File: src/rtl/mem_req_ctrl_if.sv
// Host request/response and memory-stage signals of the request sequencer.
// The slave modport is the controller's view; the master modport is the surrounding host and memory stage.
interface mem_req_ctrl_if #(
    parameter int ADDR_WIDTH = 15,
    parameter int DATA_WIDTH = 31
);
    logic                  req_valid;
    logic                  req_ready;
    logic                  req_we;
    logic [ADDR_WIDTH-1:0] req_addr;
    logic [DATA_WIDTH-1:0] req_wdata;

    logic                  rsp_valid;
    logic                  rsp_ready;
    logic [DATA_WIDTH-1:0] rsp_rdata;
    logic                  rsp_err;
    logic                  err_sticky;

    logic [ADDR_WIDTH-1:0] mem_addr;
    logic                  mem_en;
    logic                  mem_we;
    logic [DATA_WIDTH-1:0] mem_din;
    logic [DATA_WIDTH-1:0] mem_dout;
    logic                  mem_valid;

    modport slave (
        input  req_valid, req_we, req_addr, req_wdata, rsp_ready, mem_dout, mem_valid,
        output req_ready, rsp_valid, rsp_rdata, rsp_err, err_sticky,
               mem_addr, mem_en, mem_we, mem_din
    );

    modport master (
        output req_valid, req_we, req_addr, req_wdata, rsp_ready, mem_dout, mem_valid,
        input  req_ready, rsp_valid, rsp_rdata, rsp_err, err_sticky,
               mem_addr, mem_en, mem_we, mem_din
    );
endinterface

File: src/rtl/mem_req_ctrl.sv
// Single-outstanding request sequencer in front of the latency-wrapped block-RAM stage.
// Issues a one-cycle mem_en per request, waits for mem_valid on reads (with timeout) and holds the response until taken.
//
// state   | meaning
// --------+-----------------------------------------------------------------
// IDLE    | req_ready high; a valid request is latched onto mem_addr/we/din
// ISSUE   | mem_en pulse; writes return to IDLE, reads arm the timeout
// RD_WAIT | waiting for mem_valid or timeout, mem_addr held
// RSP     | rsp_valid high, response held until rsp_ready
module mem_req_ctrl #(
    parameter int ADDR_WIDTH   = 15,
    parameter int DATA_WIDTH   = 31,
    parameter int READ_LATENCY = 3,
    parameter int TIMEOUT      = 15,
    parameter int TO_W         = 4
) (
    input logic           clk_a,
    input logic           arstz_aq,
    mem_req_ctrl_if.slave bus
);

    // A timeout shorter than the memory latency would fail every read, so clamp it.
    localparam int              TO_LAST_I = (TIMEOUT > READ_LATENCY) ? TIMEOUT - 1 : READ_LATENCY;
    localparam logic [TO_W-1:0] TO_LAST   = TO_W'(TO_LAST_I);

    typedef enum logic [1:0] {
        IDLE    = 2'd0,
        ISSUE   = 2'd1,
        RD_WAIT = 2'd2,
        RSP     = 2'd3
    } state_t;

    logic [1:0]            rst_sync_q, rst_sync_d;
    logic                  rst_b;

    state_t                state_q, state_d;
    logic [ADDR_WIDTH-1:0] mem_addr_q, mem_addr_d;
    logic [DATA_WIDTH-1:0] mem_din_q, mem_din_d;
    logic                  mem_we_q, mem_we_d;
    logic                  mem_en_q, mem_en_d;
    logic [TO_W-1:0]       to_cnt_q, to_cnt_d;
    logic                  rsp_valid_q, rsp_valid_d;
    logic [DATA_WIDTH-1:0] rsp_rdata_q, rsp_rdata_d;
    logic                  rsp_err_q, rsp_err_d;
    logic                  err_sticky_q, err_sticky_d;

    // Assertion takes effect at once; release is retimed to clk_a.
    always_comb begin
        rst_sync_d = {rst_sync_q[0], 1'b1};
    end

    always_ff @(posedge clk_a or negedge arstz_aq) begin
        if (!arstz_aq) begin
            rst_sync_q <= 2'b00;
        end else begin
            rst_sync_q <= rst_sync_d;
        end
    end

    assign rst_b = rst_sync_q[1];

    always_comb begin
        state_d      = state_q;
        mem_addr_d   = mem_addr_q;
        mem_din_d    = mem_din_q;
        mem_we_d     = 1'b0;
        to_cnt_d     = to_cnt_q;
        rsp_valid_d  = rsp_valid_q;
        rsp_rdata_d  = rsp_rdata_q;
        rsp_err_d    = rsp_err_q;
        err_sticky_d = err_sticky_q;

        case (state_q)
            IDLE: begin
                if (bus.req_valid) begin
                    mem_addr_d = bus.req_addr;
                    mem_din_d  = bus.req_wdata;
                    mem_we_d   = bus.req_we;
                    state_d    = ISSUE;
                end
            end
            ISSUE: begin
                to_cnt_d = '0;
                state_d  = mem_we_q ? IDLE : RD_WAIT;
            end
            RD_WAIT: begin
                to_cnt_d = to_cnt_q + TO_W'(1);
                // Late data on the last allowed cycle still counts as a good read.
                if (bus.mem_valid) begin
                    rsp_rdata_d = bus.mem_dout;
                    rsp_err_d   = 1'b0;
                    rsp_valid_d = 1'b1;
                    state_d     = RSP;
                end else if (to_cnt_q == TO_LAST) begin
                    rsp_rdata_d  = '0;
                    rsp_err_d    = 1'b1;
                    err_sticky_d = 1'b1;
                    rsp_valid_d  = 1'b1;
                    state_d      = RSP;
                end
            end
            RSP: begin
                if (bus.rsp_ready) begin
                    rsp_valid_d = 1'b0;
                    state_d     = IDLE;
                end
            end
            default: begin
                state_d = IDLE;
            end
        endcase

        mem_en_d = (state_d == ISSUE);
    end

    always_ff @(posedge clk_a or negedge rst_b) begin
        if (!rst_b) begin
            state_q      <= IDLE;
            mem_addr_q   <= '0;
            mem_din_q    <= '0;
            mem_we_q     <= 1'b0;
            mem_en_q     <= 1'b0;
            to_cnt_q     <= '0;
            rsp_valid_q  <= 1'b0;
            rsp_rdata_q  <= '0;
            rsp_err_q    <= 1'b0;
            err_sticky_q <= 1'b0;
        end else begin
            state_q      <= state_d;
            mem_addr_q   <= mem_addr_d;
            mem_din_q    <= mem_din_d;
            mem_we_q     <= mem_we_d;
            mem_en_q     <= mem_en_d;
            to_cnt_q     <= to_cnt_d;
            rsp_valid_q  <= rsp_valid_d;
            rsp_rdata_q  <= rsp_rdata_d;
            rsp_err_q    <= rsp_err_d;
            err_sticky_q <= err_sticky_d;
        end
    end

    assign bus.req_ready  = (state_q == IDLE);
    assign bus.rsp_valid  = rsp_valid_q;
    assign bus.rsp_rdata  = rsp_rdata_q;
    assign bus.rsp_err    = rsp_err_q;
    assign bus.err_sticky = err_sticky_q;
    assign bus.mem_addr   = mem_addr_q;
    assign bus.mem_en     = mem_en_q;
    assign bus.mem_we     = mem_we_q;
    assign bus.mem_din    = mem_din_q;

endmodule

File: src/flat_wrapper.sv
// flat-port wrapper written by rule: the top's interface ports become plain ports
module mem_req_ctrl_flat 
#(
    parameter int ADDR_WIDTH   = 15,
    parameter int DATA_WIDTH   = 31,
    parameter int READ_LATENCY = 3,
    parameter int TIMEOUT      = 15,
    parameter int TO_W         = 4
)
  (clk_a, arstz_aq, bus_req_valid, bus_req_we, bus_req_addr, bus_req_wdata, bus_rsp_ready, bus_mem_dout, bus_mem_valid, bus_req_ready, bus_rsp_valid, bus_rsp_rdata, bus_rsp_err, bus_err_sticky, bus_mem_addr, bus_mem_en, bus_mem_we, bus_mem_din);
  mem_req_ctrl_if #(.ADDR_WIDTH(ADDR_WIDTH), .DATA_WIDTH(DATA_WIDTH)) bus_i ();
  input logic clk_a;
  input logic arstz_aq;
  input wire logic [$bits(bus_i.req_valid)-1:0] bus_req_valid;
  input wire logic [$bits(bus_i.req_we)-1:0] bus_req_we;
  input wire logic [$bits(bus_i.req_addr)-1:0] bus_req_addr;
  input wire logic [$bits(bus_i.req_wdata)-1:0] bus_req_wdata;
  input wire logic [$bits(bus_i.rsp_ready)-1:0] bus_rsp_ready;
  input wire logic [$bits(bus_i.mem_dout)-1:0] bus_mem_dout;
  input wire logic [$bits(bus_i.mem_valid)-1:0] bus_mem_valid;
  output wire logic [$bits(bus_i.req_ready)-1:0] bus_req_ready;
  output wire logic [$bits(bus_i.rsp_valid)-1:0] bus_rsp_valid;
  output wire logic [$bits(bus_i.rsp_rdata)-1:0] bus_rsp_rdata;
  output wire logic [$bits(bus_i.rsp_err)-1:0] bus_rsp_err;
  output wire logic [$bits(bus_i.err_sticky)-1:0] bus_err_sticky;
  output wire logic [$bits(bus_i.mem_addr)-1:0] bus_mem_addr;
  output wire logic [$bits(bus_i.mem_en)-1:0] bus_mem_en;
  output wire logic [$bits(bus_i.mem_we)-1:0] bus_mem_we;
  output wire logic [$bits(bus_i.mem_din)-1:0] bus_mem_din;
  assign bus_i.req_valid = bus_req_valid;
  assign bus_i.req_we = bus_req_we;
  assign bus_i.req_addr = bus_req_addr;
  assign bus_i.req_wdata = bus_req_wdata;
  assign bus_i.rsp_ready = bus_rsp_ready;
  assign bus_i.mem_dout = bus_mem_dout;
  assign bus_i.mem_valid = bus_mem_valid;
  assign bus_req_ready = bus_i.req_ready;
  assign bus_rsp_valid = bus_i.rsp_valid;
  assign bus_rsp_rdata = bus_i.rsp_rdata;
  assign bus_rsp_err = bus_i.rsp_err;
  assign bus_err_sticky = bus_i.err_sticky;
  assign bus_mem_addr = bus_i.mem_addr;
  assign bus_mem_en = bus_i.mem_en;
  assign bus_mem_we = bus_i.mem_we;
  assign bus_mem_din = bus_i.mem_din;
  mem_req_ctrl #(.ADDR_WIDTH(ADDR_WIDTH), .DATA_WIDTH(DATA_WIDTH), .READ_LATENCY(READ_LATENCY), .TIMEOUT(TIMEOUT), .TO_W(TO_W)) u_core (.clk_a(clk_a), .arstz_aq(arstz_aq), .bus(bus_i));
endmodule
File: config.mk
export PLATFORM = sky130hd
export DESIGN_NAME = mem_req_ctrl_flat
export DESIGN_NICKNAME = d
export VERILOG_FILES = /design/src/rtl/mem_req_ctrl_if.sv /design/src/rtl/mem_req_ctrl.sv /design/src/flat_wrapper.sv
export SDC_FILE = /design/constraint.sdc
export NUM_CORES = 1
export LEC_CHECK = 0
export CORE_MARGIN = 5
export CORE_UTILIZATION = 45
export CTS_BUF_LIST = sky130_fd_sc_hd__clkbuf_4 sky130_fd_sc_hd__clkbuf_8
export CTS_CLUSTER_DIAMETER = 40
export DETAILED_ROUTE_END_ITERATION = 6
export GPL_TIMING_DRIVEN = 0
export PLACE_DENSITY_LB_ADDON = 0.25
export SYNTH_ARGS = -nofsm -noshare
export SYNTH_HDL_FRONTEND = slang
export SYNTH_SLANG_ARGS = --single-unit
File: constraint.sdc
create_clock -name clk_a -period 7.75 [get_ports clk_a]
set_input_delay 1.1625 -clock clk_a [delete_from_list [all_inputs] [get_ports clk_a]]
set_output_delay 1.1625 -clock clk_a [all_outputs]
set_load 0.01 [all_outputs]
# Yosys cells after proc, flatten, opt, wreduce, memory -nomap -nowiden
# Index checks and enable logic that the tools add are counted.
# Widths: inputs -> output; s select.
[totals] word_cells=44 rom_bits=0 in_bits=83 ff_bits=90 mem_count=0 latchBits=0 ram_bits=0
[classes] n_mul=0 reduce_logical=8 bitwise_logic=1 shift=0 n_eq_ne=7 add_sub_neg=1 muxes=16 div_mod_pow=0 order_cmp=0
[op_table] cell="$mux 31" n=2
[op_table] cell="$mux 2" n=5
[op_table] cell="$pmux 2 s4" n=1
[op_table] cell="$pmux 4 s2" n=1
[op_table] cell="$mux 1" n=6
[op_table] cell="$reduce_and 3->1" n=2
[op_table] cell="$reduce_bool 2->1" n=3
[op_table] cell="$add 4x1->4 const B" n=1
[op_table] cell="$eq 2x1->1 const B" n=2
[op_table] cell="$eq 2x2->1 const B" n=2
[op_table] cell="$eq 4x4->1 const B" n=1
[op_table] cell="$reduce_and 2->1" n=2
[op_table] cell="$ne 3x2->1 const B" n=1
[op_table] cell="$logic_not 2->1" n=1
[op_table] cell="$ne 2x2->1 const B" n=1
[op_table] cell="$pmux 1 s2" n=1
[op_table] cell="$not 1->1" n=1

# Depth between registers and ports, before layout
[depth] ltp_word=5 depth_mapped=7

# Worst setup path after synthesis
# No wires, ideal clock.
[synth_path] path_type="input -> register" from="in bus_req_valid" to="reg u_core.mem_addr_q[10], in the netlist u_core.bus.mem_addr[10]" path_buffers=1 setup_slack_ns=5.803 setup_ns=0.125 t_arrival_ns=1.822 path_stages=3 cell_sequence="nand2_2 buf_4 mux2_2"
[synth_via] elab_chain_len=1
[synth_rtl] element="start, declared" line_no="flat_wrapper.sv:14" source="input wire logic [$bits(bus_i.req_valid)-1:0] bus_req_valid;"
[synth_rtl] element="$reduce_and 2->1 (no line)"
[synth_rtl] element="end signal, assigned" line_no="mem_req_ctrl.sv:130" source="mem_addr_q <= mem_addr_d;"
[synth_rtl] element="end, declared" line_no="mem_req_ctrl.sv:37" source="logic [ADDR_WIDTH-1:0] mem_addr_q, mem_addr_d;"
# Every way passes these cells.
# A chain may end at the register's enable or synchronous reset.

# Worst setup path after layout
[layout_path] from="reg u_core.state_q[0]" to="out bus_req_ready"
[layout_via] elab_chain_len=1
[layout_rtl] element="start, declared" line_no="mem_req_ctrl.sv:36" source="state_t state_q, state_d;"
[layout_rtl] element="start signal, assigned" line_no="mem_req_ctrl.sv:129" source="state_q <= state_d;"
[layout_rtl] element="$logic_not 2->1" line_no="mem_req_ctrl.sv:142" source="assign bus.req_ready = (state_q == IDLE);"
[layout_rtl] element="end, declared" line_no="flat_wrapper.sv:21" source="output wire logic [$bits(bus_i.req_ready)-1:0] bus_req_ready;"
# Every way passes these cells.

==> metrics.txt <==
# TYPE chip_impl_metric gauge
chip_impl_metric{name="grt_pass1_wl",unit="mm"} 14.55
chip_impl_metric{name="final-hold-violation-count",unit=""} 0
chip_impl_metric{name="hpwl",unit="mm"} 6.869
chip_impl_info{name="synth_top_family_by_area",value="multiplexers"} 1
chip_impl_metric{name="pin_count",unit=""} 166
chip_impl_metric{name="final_worst_path_cycle_share",unit=""} 0.3577
chip_impl_metric{name="synth.cell_area",unit="um2"} 3438
chip_impl_metric{name="antenna-diode-count",unit=""} 0
chip_impl_metric{name="die_h",unit="um"} 97.41
chip_impl_metric{name="timing.critical_path.depth",unit=""} 3
chip_impl_metric{name="ys_async_sr_fraction",unit=""} 1.000
chip_impl_metric{name="timing.hold.ws",unit="ns"} 0.2066
chip_impl_metric{name="report.final.slew_viol_count",unit=""} 0
chip_impl_metric{name="globalRouteTotalUtil",unit=""} 0.1927
chip_impl_metric{name="clkLatencyLatePin",unit="ns"} 0.35
chip_impl_metric{name="total_power_draw",unit="uW"} 2167
chip_impl_metric{name="gp_congestion",unit=""} 0.7926
chip_impl_metric{name="placement.setup.worst_slack",unit="ns"} 5.057
chip_impl_info{name="end_kind",value="output pin"} 1
chip_impl_metric{name="drt_iter0_markers",unit=""} 62
chip_impl_info{name="worstPathCellList",value="inv_1 > ha_1 > clkdlybuf4s50_1"} 1
chip_impl_info{name="worst_path_max_delay_cell",value="sky130_fd_sc_hd__clkdlybuf4s50_1"} 1
chip_impl_metric{name="fin_tns_setup",unit="ns"} 0
chip_impl_metric{name="io_buffer_count",unit=""} 165
chip_impl_metric{name="internal_power",unit="uW"} 1505
chip_impl_metric{name="synth_simple_gate_area_frac",unit=""} 0.02693
chip_impl_metric{name="yosys_warnings",unit=""} 0
chip_impl_metric{name="number_of_cts_inserted_buffers",unit=""} 9
chip_impl_info{name="cts_tree",value="done"} 1
chip_impl_metric{name="max_clock_freq",unit="GHz"} 0.3607
chip_impl_metric{name="netlist.area_leader.share",unit=""} 0.6550
chip_impl_info{name="ctsRootBufferMaster",value="sky130_fd_sc_hd__clkbuf_8"} 1
chip_impl_info{name="ys_top_cells_by_area",value="sky130_fd_sc_hd__dfrtp_1 66%, sky130_fd_sc_hd__mux2_2 15%, sky130_fd_sc_hd__a22o_1 7.9%"} 1
chip_impl_metric{name="yosysSeqAreaShare",unit=""} 0.6550
chip_impl_metric{name="placementRows",unit=""} 31
chip_impl_metric{name="cts_htree_levels",unit=""} 3
chip_impl_info{name="timing.critical_path.from_type",value="register"} 1
chip_impl_metric{name="yosys.area_share.adder",unit=""} 0.02183
chip_impl_info{name="synth.cells.most_frequent",value="90 x sky130_fd_sc_hd__dfrtp_1, 46 x sky130_fd_sc_hd__mux2_2, 31 x sky130_fd_sc_hd__a22o_1"} 1
chip_impl_metric{name="synthToLayoutAreaGrowth",unit="%"} 59.17
chip_impl_metric{name="clock_skew",unit="ns"} 0.01239
chip_impl_info{name="hold_path_class",value="reg2async"} 1
chip_impl_metric{name="cp.buffers_inverters",unit=""} 2
chip_impl_metric{name="path_clk_slew",unit="ns"} 0.09
chip_impl_metric{name="timing.final.crit_period",unit="ns"} 2.772
chip_impl_metric{name="antenna_found_initial",unit=""} 0
chip_impl_metric{name="switching_share",unit=""} 0.3054
chip_impl_metric{name="report.final.setup_viol",unit=""} 0
chip_impl_metric{name="postLayoutSetupSlackWorst",unit="ns"} 4.978
chip_impl_metric{name="via_per_inst",unit=""} 4.980
chip_impl_metric{name="power.leakage",unit="uW"} 0.002390
chip_impl_metric{name="drtAntennaViolNets",unit=""} 0
chip_impl_metric{name="area_of_the_core",unit="um2"} 7331
chip_impl_metric{name="grt_start_max_net_pins",unit=""} 71
chip_impl_metric{name="pwr-share-seq",unit=""} 0.371
chip_impl_metric{name="power_per_cell_area",unit="nW/um2"} 396.0
chip_impl_info{name="synthDominantAreaCellType",value="sky130_fd_sc_hd__dfrtp_1"} 1
chip_impl_metric{name="clkPwrFrac",unit=""} 0.164
chip_impl_metric{name="ys_types",unit=""} 30
chip_impl_metric{name="worst-path-max-fanout",unit=""} 4
chip_impl_info{name="worstSetupPathType",value="reg2out"} 1
chip_impl_metric{name="via_count",unit=""} 2540
chip_impl_metric{name="cts_sinks",unit=""} 90
chip_impl_metric{name="cp.required",unit="ns"} 6.59
chip_impl_info{name="most_frequent_cell_after_synthesis",value="sky130_fd_sc_hd__dfrtp_1"} 1
chip_impl_metric{name="synth-xor-area-share",unit=""} 0
chip_impl_metric{name="p_sw",unit="uW"} 661.7
chip_impl_metric{name="post-cts-setup-buffers",unit=""} 0
chip_impl_info{name="synthFlopType",value="sky130_fd_sc_hd__dfrtp_1"} 1
chip_impl_metric{name="drv_cap",unit=""} 0
chip_impl_metric{name="postCtsHoldBufs",unit=""} 0
chip_impl_metric{name="first_global_vias",unit=""} 2754
chip_impl_metric{name="cts_repair_resize_count",unit=""} 0
chip_impl_metric{name="floorplan.die.width",unit="um"} 97.41
chip_impl_metric{name="critPathArrivalTime",unit="ns"} 1.61
chip_impl_metric{name="drc",unit=""} 0
chip_impl_metric{name="postSynthRegisterBits",unit=""} 90
chip_impl_metric{name="mean_post_synth_cell_area",unit="um2"} 15.01
chip_impl_metric{name="clockBufferDepth",unit=""} 2
chip_impl_metric{name="synth_edf_count",unit=""} 0
chip_impl_metric{name="max-vdd-ir-drop",unit="V"} 0.0001911
chip_impl_metric{name="floorplan.die_area",unit="um2"} 9489
chip_impl_metric{name="comb_power_share",unit=""} 0.465
chip_impl_metric{name="post_drt_wl_per_cell",unit="um"} 17.78
chip_impl_info{name="path_delay_family",value="buffers and inverters"} 1
chip_impl_metric{name="wirelength",unit="mm"} 9.066
chip_impl_metric{name="timing.reg2reg.worst_path_depth",unit=""} 6
chip_impl_metric{name="synth-compound-area-share",unit=""} 0.1077
chip_impl_metric{name="dr.pass1.iters",unit=""} 4
chip_impl_metric{name="yosys-mux-area-fraction",unit=""} 0.1565
chip_impl_metric{name="final_nets",unit=""} 495
chip_impl_metric{name="globalRouteOverflowTotal",unit=""} 0
chip_impl_metric{name="syn-instance-count",unit=""} 229
chip_impl_metric{name="delay_of_the_slowest_cell_on_the_worst_path",unit="ns"} 0.54
chip_impl_info{name="outcome",value="finished, final reports clean"} 1
chip_impl_info{name="rsz0062_at_grt",value="false"} 1
chip_impl_metric{name="postSynthNetCount",unit=""} 318
chip_impl_metric{name="start_util",unit=""} 0.4690
chip_impl_metric{name="layout-drive-gt1-share",unit=""} 0.1873
final timing paths:
check | from | end | slack [ns]
max reg2reg | u_core.state_q[0] | u_core.bus.mem_din[9] | 5.94
min in group clk_a | u_core.rst_sync_q[0] | u_core.rst_sync_q[1] | 0.38
min reg2reg | u_core.rst_sync_q[1] | u_core.bus.mem_addr[4] | 0.21
min | u_core.rst_sync_q[1] | u_core.bus.mem_addr[4] | 0.21
max in group asynchronous | arstz_aq | u_core.rst_sync_q[1] | 6.64
max | u_core.state_q[0] | bus_req_ready | 4.98
cell families after synthesis:
group           after synthesis
buf+inv                      21
flops                        90
other cells                   1
fa+ha+maj                     6
compound gates               46
mux                          48
simple gates                 17
per-stage QoR:
step / area (um2) / std cells / utilization
after floorplan: 3438 / 229 / -
after global placement: 5214 / 493 / 0.7112
after detailed placement: 5245 / 494 / 0.7155
after CTS: 5473 / 510 / 0.7465
after global routing: 5473 / 510 / 0.7465
final: 5473 / 510 / 0.7465
routing by layer:
metal	share of wire	wire length [um]	vias up	GRT usage
met5	0	0	-	0
met4	0.024	214	0	0.08626
met3	0.045	412	17	0.03948
met2	0.54	4912	79	0.3411
met1	0.39	3527	1266	0.2240
li1	-	-	1178	-
registers in the layout (all words and copies together) (netlist names), 2 cells and up:
| register | count |
|---|---|
| u_core.bus.mem_addr | 15 |
| u_core.bus.mem_din | 31 |
| u_core.bus.rsp_rdata | 31 |
| u_core.rst_sync_q | 2 |
| u_core.state_q | 2 |
| u_core.to_cnt_q | 4 |
area by class of cell:
type,instances,area (um2)
fillers,492,1858
repair buffers,166,1679
flip-flops and latches,90,2256
well taps,99,123.9
clock buffers,10,137.6
inverters,8,30.03
multi-input cells,118,1080
clock inverters,6,90.09
plain buffers,13,76.32
cell usage in the layout, fill, tap and decap left out, types with 3 or more instances in the layout:
cell and count:
sky130_fd_sc_hd__a21oi_1 4, sky130_fd_sc_hd__buf_2 7, sky130_fd_sc_hd__nand2_1 4, sky130_fd_sc_hd__ha_1 6, sky130_fd_sc_hd__buf_4 5, sky130_fd_sc_hd__clkdlybuf4s50_1 165
sky130_fd_sc_hd__inv_1 8, sky130_fd_sc_hd__nand2b_1 3, sky130_fd_sc_hd__dfrtp_1 89, sky130_fd_sc_hd__mux2_2 46, sky130_fd_sc_hd__o21ai_0 4, sky130_fd_sc_hd__a22o_1 31
sky130_fd_sc_hd__clkbuf_8 10
power groups by stage:
stage               Combinational (uW)  Clock, uW  Sequential (uW)
detailed placement                1020          0              814
finish                            1010        354              805
global placement                   995          0              807
global route                      1070        384              830
floorplan                          340          0              914
CTS                               1020        363              806
Power figures use the tool's default switching activity.
